`config.mk`:
```
export PLATFORM = sky130hd
export DESIGN_NAME = trng_bit_collector
export DESIGN_NICKNAME = d
export VERILOG_FILES = /design/src/rtl/trng_pkg.sv /design/src/rtl/trng_sync2.sv /design/src/rtl/trng_bit_collector.sv
export SDC_FILE = /design/constraint.sdc
export NUM_CORES = 1
export LEC_CHECK = 0
export ABC_AREA = 1
export ABC_CLOCK_PERIOD_IN_PS = 2700
export CORE_MARGIN = 3
export CORE_UTILIZATION = 40
export DETAILED_ROUTE_END_ITERATION = 16
export PLACE_DENSITY_LB_ADDON = 0.12
export SKIP_CTS_REPAIR_TIMING = 1
export SLEW_MARGIN = 20
export SYNTH_ARGS = -nofsm -noshare
export SYNTH_HDL_FRONTEND = slang
export SYNTH_HIERARCHICAL = 1
export SYNTH_SLANG_ARGS = --single-unit
```
`constraint.sdc`:
```
create_clock -name clk -period 2.7 [get_ports clk]
set_clock_uncertainty 0.05 [all_clocks]
set_input_delay 0.27 -clock clk [delete_from_list [all_inputs] [get_ports clk]]
set_output_delay 0.27 -clock clk [all_outputs]
set_load 0.02 [all_outputs]
```
`src/rtl/trng_pkg.sv`:
```
// Shared types and constants for the TRNG bit collector.
// The optional Von Neumann debiaser is selected with TRNG_VON_NEUMANN_EN.
package trng_pkg;

    typedef enum logic [1:0] {
        IDLE    = 2'd0,
        WARMUP  = 2'd1,
        COLLECT = 2'd2,
        FAIL    = 2'd3
    } trng_state_e;

    localparam int SBOX_W        = 5;
    localparam int SYNC_STAGES   = 2;
    localparam int WARMUP_CYCLES = 2;

endpackage

```
`src/rtl/trng_sync2.sv`:
```
// Two-flop synchroniser bringing the asynchronous ring-oscillator bit into clk.
module trng_sync2
    import trng_pkg::*;
(
    input  logic clk,
    input  logic rst_n,
    input  logic d,
    output logic q
);

    logic [SYNC_STAGES-1:0] sync_q;
    logic [SYNC_STAGES-1:0] sync_d;

    always_comb begin
        sync_d = {sync_q[SYNC_STAGES-2:0], d};
    end

    always_ff @(posedge clk or negedge rst_n) begin
        if (!rst_n) begin
            sync_q <= '0;
        end else begin
            sync_q <= sync_d;
        end
    end

    assign q = sync_q[SYNC_STAGES-1];

endmodule

```
`src/rtl/trng_bit_collector.sv`:
```
// Decimates the synchronised raw bit, packs 5-bit words for the S-box stage and runs
// a repetition-count health test. Define TRNG_VON_NEUMANN_EN to debias sample pairs.
module trng_bit_collector
    import trng_pkg::*;
#(
    parameter int SAMPLE_DIV = 4,
    parameter int REP_LIMIT  = 16
) (
    input  logic              clk,
    input  logic              rst_n,
    input  logic              enable,
    input  logic              raw_bit,
    output logic [SBOX_W-1:0] sbox_in,
    output logic              activate_sbox,
    output logic              health_fail,
    output logic              busy
);

    localparam logic [7:0] DIV_LAST  = 8'(SAMPLE_DIV - 1);
    localparam logic [7:0] REP_MAX   = 8'(REP_LIMIT);
    localparam logic [2:0] LAST_BIT  = 3'(SBOX_W - 1);
    localparam logic [1:0] WARM_LAST = 2'(WARMUP_CYCLES - 1);

    logic sync_bit;

    trng_sync2 u_sync (
        .clk   (clk),
        .rst_n (rst_n),
        .d     (raw_bit),
        .q     (sync_bit)
    );

    trng_state_e       state_q, state_d;
    logic [1:0]        warm_cnt_q, warm_cnt_d;
    logic [7:0]        div_cnt_q, div_cnt_d;
    logic [2:0]        bit_cnt_q, bit_cnt_d;
    logic [SBOX_W-2:0] shift_q, shift_d;
    logic [7:0]        rep_cnt_q, rep_cnt_d;
    logic              prev_q, prev_d;
    logic [SBOX_W-1:0] sbox_q, sbox_d;
    logic              act_q, act_d;
    logic              fail_q, fail_d;
    logic              busy_q, busy_d;
`ifdef TRNG_VON_NEUMANN_EN
    logic              pair_q, pair_d;
    logic              phase_q, phase_d;
`endif

    logic       strobe;
    logic       same;
    logic [7:0] rep_next;
    logic       accept;
    logic       acc_bit;

    always_comb begin
        state_d    = state_q;
        warm_cnt_d = warm_cnt_q;
        div_cnt_d  = div_cnt_q;
        bit_cnt_d  = bit_cnt_q;
        shift_d    = shift_q;
        rep_cnt_d  = rep_cnt_q;
        prev_d     = prev_q;
        sbox_d     = sbox_q;
        act_d      = 1'b0;
        fail_d     = fail_q;
        strobe     = 1'b0;
        same       = 1'b0;
        rep_next   = rep_cnt_q;
        accept     = 1'b0;
        acc_bit    = sync_bit;
`ifdef TRNG_VON_NEUMANN_EN
        pair_d     = pair_q;
        phase_d    = phase_q;
`endif

        case (state_q)
            IDLE: begin
                if (enable) begin
                    state_d    = WARMUP;
                    warm_cnt_d = '0;
                end
            end
            WARMUP: begin
                if (warm_cnt_q == WARM_LAST) begin
                    state_d   = COLLECT;
                    div_cnt_d = '0;
                end else begin
                    warm_cnt_d = warm_cnt_q + 2'd1;
                end
            end
            COLLECT: begin
                strobe    = (div_cnt_q == DIV_LAST);
                div_cnt_d = strobe ? 8'd0 : div_cnt_q + 8'd1;
                if (strobe) begin
                    // rep_cnt of 0 means no previous sample since IDLE.
                    same      = (rep_cnt_q != 8'd0) && (sync_bit == prev_q);
                    rep_next  = !same ? 8'd1
                              : ((rep_cnt_q == 8'hFF) ? rep_cnt_q : rep_cnt_q + 8'd1);
                    rep_cnt_d = rep_next;
                    prev_d    = sync_bit;
`ifdef TRNG_VON_NEUMANN_EN
                    if (!phase_q) begin
                        pair_d  = sync_bit;
                        phase_d = 1'b1;
                    end else begin
                        phase_d = 1'b0;
                        accept  = (pair_q != sync_bit);
                        acc_bit = pair_q;
                    end
`else
                    accept = 1'b1;
`endif
                    if (rep_next == REP_MAX) begin
                        state_d   = FAIL;
                        fail_d    = 1'b1;
                        bit_cnt_d = '0;
                        shift_d   = '0;
`ifdef TRNG_VON_NEUMANN_EN
                        pair_d    = 1'b0;
                        phase_d   = 1'b0;
`endif
                    end else if (accept) begin
                        shift_d = {shift_q[SBOX_W-3:0], acc_bit};
                        if (bit_cnt_q == LAST_BIT) begin
                            sbox_d    = {shift_q, acc_bit};
                            act_d     = 1'b1;
                            bit_cnt_d = '0;
                        end else begin
                            bit_cnt_d = bit_cnt_q + 3'd1;
                        end
                    end
                end
            end
            FAIL: begin
            end
            default: state_d = IDLE;
        endcase

        // Dropping enable overrides everything, including a word completing this edge.
        if (!enable) begin
            state_d    = IDLE;
            warm_cnt_d = '0;
            div_cnt_d  = '0;
            bit_cnt_d  = '0;
            shift_d    = '0;
            rep_cnt_d  = '0;
            prev_d     = 1'b0;
            sbox_d     = sbox_q;
            act_d      = 1'b0;
            fail_d     = 1'b0;
`ifdef TRNG_VON_NEUMANN_EN
            pair_d     = 1'b0;
            phase_d    = 1'b0;
`endif
        end

        busy_d = (state_d == WARMUP) || (state_d == COLLECT);
    end

    always_ff @(posedge clk or negedge rst_n) begin
        if (!rst_n) begin
            state_q    <= IDLE;
            warm_cnt_q <= '0;
            div_cnt_q  <= '0;
            bit_cnt_q  <= '0;
            shift_q    <= '0;
            rep_cnt_q  <= '0;
            prev_q     <= 1'b0;
            sbox_q     <= '0;
            act_q      <= 1'b0;
            fail_q     <= 1'b0;
            busy_q     <= 1'b0;
`ifdef TRNG_VON_NEUMANN_EN
            pair_q     <= 1'b0;
            phase_q    <= 1'b0;
`endif
        end else begin
            state_q    <= state_d;
            warm_cnt_q <= warm_cnt_d;
            div_cnt_q  <= div_cnt_d;
            bit_cnt_q  <= bit_cnt_d;
            shift_q    <= shift_d;
            rep_cnt_q  <= rep_cnt_d;
            prev_q     <= prev_d;
            sbox_q     <= sbox_d;
            act_q      <= act_d;
            fail_q     <= fail_d;
            busy_q     <= busy_d;
`ifdef TRNG_VON_NEUMANN_EN
            pair_q     <= pair_d;
            phase_q    <= phase_d;
`endif
        end
    end

    assign sbox_in       = sbox_q;
    assign activate_sbox = act_q;
    assign health_fail   = fail_q;
    assign busy          = busy_q;

endmodule

```
Word level (Yosys, flattened, before mapping)
Cells that the tools add are included.

Add/subtract/negate cells: 4. Equality and inequality tests: 17. Mux-type cells: 38. Bitwise logic cells: 1. Reductions and logical operators: 9.

Operators with widths (count): two-way mux 8 bit (8); adder 8 x 1 -> 8 bit (second input constant) (2); two-way mux 4 bit (4); one-hot mux 8 bit (2 select lines) (1); two-way mux 3 bit (5); two-way mux 1 bit (12); two-way mux 2 bit (6); == test 8 x 2 -> 1 bit (second input constant) (1); == test 8 x 5 -> 1 bit (second input constant) (1); == test 8 bit (second input constant) (1); nonzero test 8 bit (1); == test 2 x 1 -> 1 bit (second input constant) (3); != test 2 x 1 -> 1 bit (second input constant) (3); != test 3 x 1 -> 1 bit (second input constant) (2); != test 3 bit (second input constant) (2); one-hot mux 2 bit (3 select lines) (1); AND reduction 2 bit (3); AND reduction 5 bit (1); == test 2 bit (second input constant) (2); one-hot mux 2 bit (2 select lines) (1); adder 3 x 1 -> 3 bit (second input constant) (1); == test 3 bit (second input constant) (1); AND reduction 3 bit (1); adder 2 x 1 -> 2 bit (second input constant) (1); 5 further kinds (5).

Flip-flop bits (word level): 38. Input port bits: 4. Output and inout port bits: 8. Word-level logic and storage cells: 81.

Logic depth before layout (Yosys ltp)
Depth in word-level cells: 10. Mapped depth: 13. Mapped depth without buffers: 13.

Hierarchy
The synthesis kept the hierarchy.

By module, submodules not included: trng_bit_collector (times used 1, cells each 237, area an instance 1983.2 sq um, seq. area each 900.9 sq um); trng_sync2 (times used 1, cells each 2, area an instance 50.0 sq um, seq. area each 50.0 sq um).

Worst setup path after synthesis
No wires, ideal clock.

Path kind: flip-flop to flip-flop. Start: register rep_cnt_q[0]. End: register sbox_q[0], in the netlist sbox_in[0]. Library setup time: 0.117 ns. Data arrival time: 1.534 ns. Required time: 2.533 ns. Setup slack: 0.999 ns. Stages on the path, launching flop included: 13. Path buffers: 0. Clock period less this slack: 1.701 ns. Cells stage by stage: dfrtp_1 inv_1 ha_1 nand3_1 nor2_2 nor2_4 nand2_1 nor2_1 nor2_2 nand2_4 nand3_4 nand2_1 nand2_1.

Longest elaborated chain between the ends: 6. Elaborated cells on any way between the ends: 9. Those cells by class: add/sub: 1; eq/ne: 2; mux: 2; bitwise: 1; reduce/logical: 3.

Ends and longest elaborated chain: start, declared (RTL line trng_bit_collector.sv:38) `logic [7:0] rep_cnt_q, rep_cnt_d;`; start signal, assigned (RTL line trng_bit_collector.sv:183) `rep_cnt_q <= rep_cnt_d;`; adder 8 x 1 -> 8 bit (tied with other cells) (RTL line trng_bit_collector.sv:98) `: ((rep_cnt_q == 8'hFF) ? rep_cnt_q : rep_cnt_q + 8'd1);`; two-way mux 8 bit or logical AND 1 bit (tied branches) (RTL line trng_bit_collector.sv:98, trng_bit_collector.sv:96); two-way mux 8 bit (*) (RTL line trng_bit_collector.sv:97) `rep_next = !same ? 8'd1`; == test 8 x 5 -> 1 bit (*) (RTL line trng_bit_collector.sv:113) `if (rep_next == REP_MAX) begin`; inverter 1 bit (no line) (*); AND reduction 5 bit (no line) (*); end signal, assigned (RTL line trng_bit_collector.sv:185) `sbox_q <= sbox_d;`; end, declared (RTL line trng_bit_collector.sv:40) `logic [SBOX_W-1:0] sbox_q, sbox_d;`.

Every way passes the cells marked *; elsewhere a longest branch is shown, timed or not. A chain may end at the register's enable or synchronous reset.

Final worst setup path
Start: register div_cnt_q[0]. End: register rep_cnt_q[4].

Longest elaborated chain between the ends: 3.

Ends and longest elaborated chain: start, declared (RTL line trng_bit_collector.sv:35) `logic [7:0] div_cnt_q, div_cnt_d;`; start signal, assigned (RTL line trng_bit_collector.sv:180) `div_cnt_q <= div_cnt_d;`; == test 8 x 2 -> 1 bit (RTL line trng_bit_collector.sv:92) `strobe = (div_cnt_q == DIV_LAST);`; != test 2 x 1 -> 1 bit (no line); AND reduction 2 bit (no line).

No other way between the ends.

==> results.yml <==
outcome:
  status: "complete, no violations"
worst_setup_path:
  r2r_slack_ns: 0.74
  crit_family: "simple AND/OR/NAND/NOR gates"
  end_kind: "register"
  critPathLaunchType: "register"
  cp_max_fo: 11
  crit_buf_inv: 1
  required_ns: 2.85
  path_class: "reg -> reg"
  critPathMaxStageDelay_ns: 0.43
  cp.arrival_ns: 2.11
  crit_slowest_cell: "dfrtp_1"
  critical_path.cell_chain: "ha_1 -> nand3b_1 -> nor2_2 -> nor2_1 -> inv_1 -> o21ai_0"
die:
  die-height_um: 77.3
  initial_core_util_pct: 42.2
  fp-row-count: 25
  dieArea_mm2: 0.00597
  core_mm2: 0.00482
  io_pins: 12
  die_w_um: 77.3
routing:
  remaining_drc_errors: 0
  num_vias: 1599
  ant_nets: 0
  dr.pass1.iters: 4
  wl_met3_um: 123
  wl_met2_mm: 1.85
  top_layer_used: "met4"
  wl_mm: 4.02
  wirelength_met1_mm: 1.99
  avgViaCountPerCell: 4.95
  detail_route.wl_per_cell_um: 12.4
  first_iter_violations: 61
place:
  placed_area_mm2: 0.00221
  place_ws_ns: 0.572
  portBuffers: 11
  post-dp-hpwl_mm: 3.00
  place.gp.congestion: 0.843
  dp_cells: 315
cells_and_area:
  fin_area_mm2: 0.00235
  drive_gt1_share_pct: 13.7
  finalNetCount: 265
  syn_to_final_growth_pct: 15.4
  num_antenna_cells: 0
  nFillCells: 476
  postLayoutCoreUtil_pct: 48.7
  fin_cells: 323
yosys:
  avgSynthCellArea_um2: 8.51
  ys_async_sr_fraction_pct: 100
  yosys.area_share.adder_pct: 3.69
  synth_edf_count: 0
  synth-simple-area-share_pct: 31.2
  syn_area_mm2: 0.00203
  synth_mux_area_share_pct: 0.492
  synth_xor_area_share_pct: 1.23
  seq_area_frac_synth_pct: 46.8
  syn-num-nets: 249
  synth_compound_area_share_pct: 9.91
  ys_warn_count: 6
  synth_flop_cell: "dfrtp_1"
  ys_seq_elements: 38
  synth_top_family_by_area: "simple AND/OR/NAND/NOR gates"
  syn_inst: 239
  synthDistinctLibCells: 33
power:
  power.leakage_uw: 0.00106
  p_per_area_mw_per_mm2: 528
  irDropWorstVdd_uv: 283
clock_tree:
  tritoncts: "done"
  path_clk_slew_ns: 0.08
  root_buffer: "clkbuf_8"
  clkSinkCount: 38
  numCtsBuffers: 5
  cts_max_level: 2
  cts_buffer_depth: 2
  clk_latency_ns: 0.29
sta:
  max_clock_freq_mhz: 510
  fin_crit_sh_pct: 72.6
  finalSetupViolations: 0
  layout_min_cycle_time_ns: 1.96
  rsz0062_at_grt: "no"
  hold_viol: 0
  tightest_slew_ns: 0.847
  drv_slew: 0
  tns_ns: 0
  worst_slack_ns: 0.739
  slew_headroom_pct: 43.5
global_routing:
  antenna_found_initial: 0
  globalRouteOverflowTotal: 0
  first_global_vias: 1550
  grt_pass1_wl_mm: 7.21
  grtUsageTotal_pct: 15.1
  grt_max_degree: 39
worst_hold_path:
  hp-class: "in -> async"
flow_run:
  maxCapViolCount: 0
stage by stage:
step,hold slack (ns),power (uW)
global placement,0.286,671
detailed placement,0.296,671
floorplan,-0.0756,639
CTS,0.0695,1260
global route,0.114,1290
finish,0.0364,1240
layout make-up:
| type | count | area (um^2) | share of cell area, % |
|---|---|---|---|
| Clock buffer | 5 | 68.8 | 2.93 |
| Clock inverter | 3 | 68.8 | 2.93 |
| Inverter | 33 | 124 | 5.28 |
| Multi-Input combinational cell | 166 | 946 | 40.3 |
| Sequential cell | 38 | 951 | 40.5 |
| Tap cell | 67 | 83.8 | 3.57 |
| Timing Repair Buffer | 11 | 105 | 4.48 |
cells in the mapped netlist, types with 4 or more instances:
library cell	instances	share of area (%)
dfrtp_1	38	47
nand3_1	19	4.7
nand2_1	50	9.2
o21ai_1	4	0.98
inv_1	30	5.5
nand2_2	5	1.5
o22ai_1	6	1.8
a21oi_1	8	2.0
nor3_1	6	1.5
nor2_1	14	2.6
ha_1	6	3.7
nor2_2	5	1.5
nor2_4	6	3.3
o21ai_0	9	2.2
nand4_1	9	2.8
layer usage:
layer	vias up	GRT usage (%)
met5	-	0
met4	0	6.05
met3	7	3.64
met2	17	23.0
met1	743	20.6
li1	832	-
cells by family after synthesis:
group / Yosys count
compound gates: 34
xor+xnor: 2
fa+ha+maj: 6
buf+inv: 35
flops: 38
mux: 1
simple gates: 123
worst paths after layout:
check	to	start	cells past startpoint
max	rep_cnt_q[4]$_DFFE_PN0P_	div_cnt_q[0]$_DFFE_PN0P_	6
min	rep_cnt_q[0]$_DFFE_PN0P_	rst_n	1
max reg2reg	rep_cnt_q[4]$_DFFE_PN0P_	div_cnt_q[0]$_DFFE_PN0P_	6
min reg2reg	u_sync/sync_q[1]$_DFF_PN0_	u_sync/sync_q[0]$_DFF_PN0_	0
max in group asynchronous	rep_cnt_q[2]$_DFFE_PN0P_	rst_n	1
min in group clk	u_sync/sync_q[1]$_DFF_PN0_	u_sync/sync_q[0]$_DFF_PN0_	0
registers in the layout, summed over array words and instances, names as in the netlist:
name	flops
div_cnt_q	8
rep_cnt_q	8
sbox_in	5
shift_q	4
bit_cnt_q	3
state_q	2
u_sync/sync_q	2
warm_cnt_q	2
activate_sbox	1
busy	1
health_fail	1
prev_q	1
layout by cell type, fill, tap and decap left out:
cell type | netlist | routed
nand2_1 | 50 | 50
a22o_1 | 1 | 1
a31oi_1 | 1 | 1
mux2i_1 | 1 | 1
nand3_4 | 1 | 1
clkdlybuf4s50_1 | 0 | 10
nor2_2 | 5 | 5
nor2_4 | 6 | 6
xor2_1 | 1 | 1
dfrtp_1 | 38 | 38
and3_1 | 1 | 1
nand4_1 | 9 | 9
nand2_4 | 2 | 2
nor4_1 | 3 | 3
o21ai_1 | 4 | 4
o22ai_1 | 6 | 6
a21oi_1 | 8 | 8
nand2_2 | 5 | 5
nand3_2 | 1 | 1
inv_2 | 3 | 3
ha_1 | 6 | 6
nand3b_1 | 1 | 1
bufinv_16 | 0 | 2
o21ai_2 | 2 | 2
nor2_1 | 14 | 14
nand3_1 | 19 | 19
xnor2_2 | 1 | 1
clkinv_4 | 0 | 1
o41ai_1 | 1 | 1
a211o_1 | 1 | 1
inv_1 | 30 | 30
nor3_1 | 6 | 6
a41oi_1 | 1 | 1
o21ai_0 | 9 | 9
buf_2 | 1 | 1
clkbuf_8 | 0 | 5
report_power, final:
group	total [uW]	switching (uW)	leakage, uW	internal (uW)
registers	587	9.04	0.000521	578
clock network	580	210	0.0000683	370
logic	70.9	48.8	0.000473	22.1
total	1240	268	0.00106	971
Note: power is estimated with default switching activity, not from simulation.
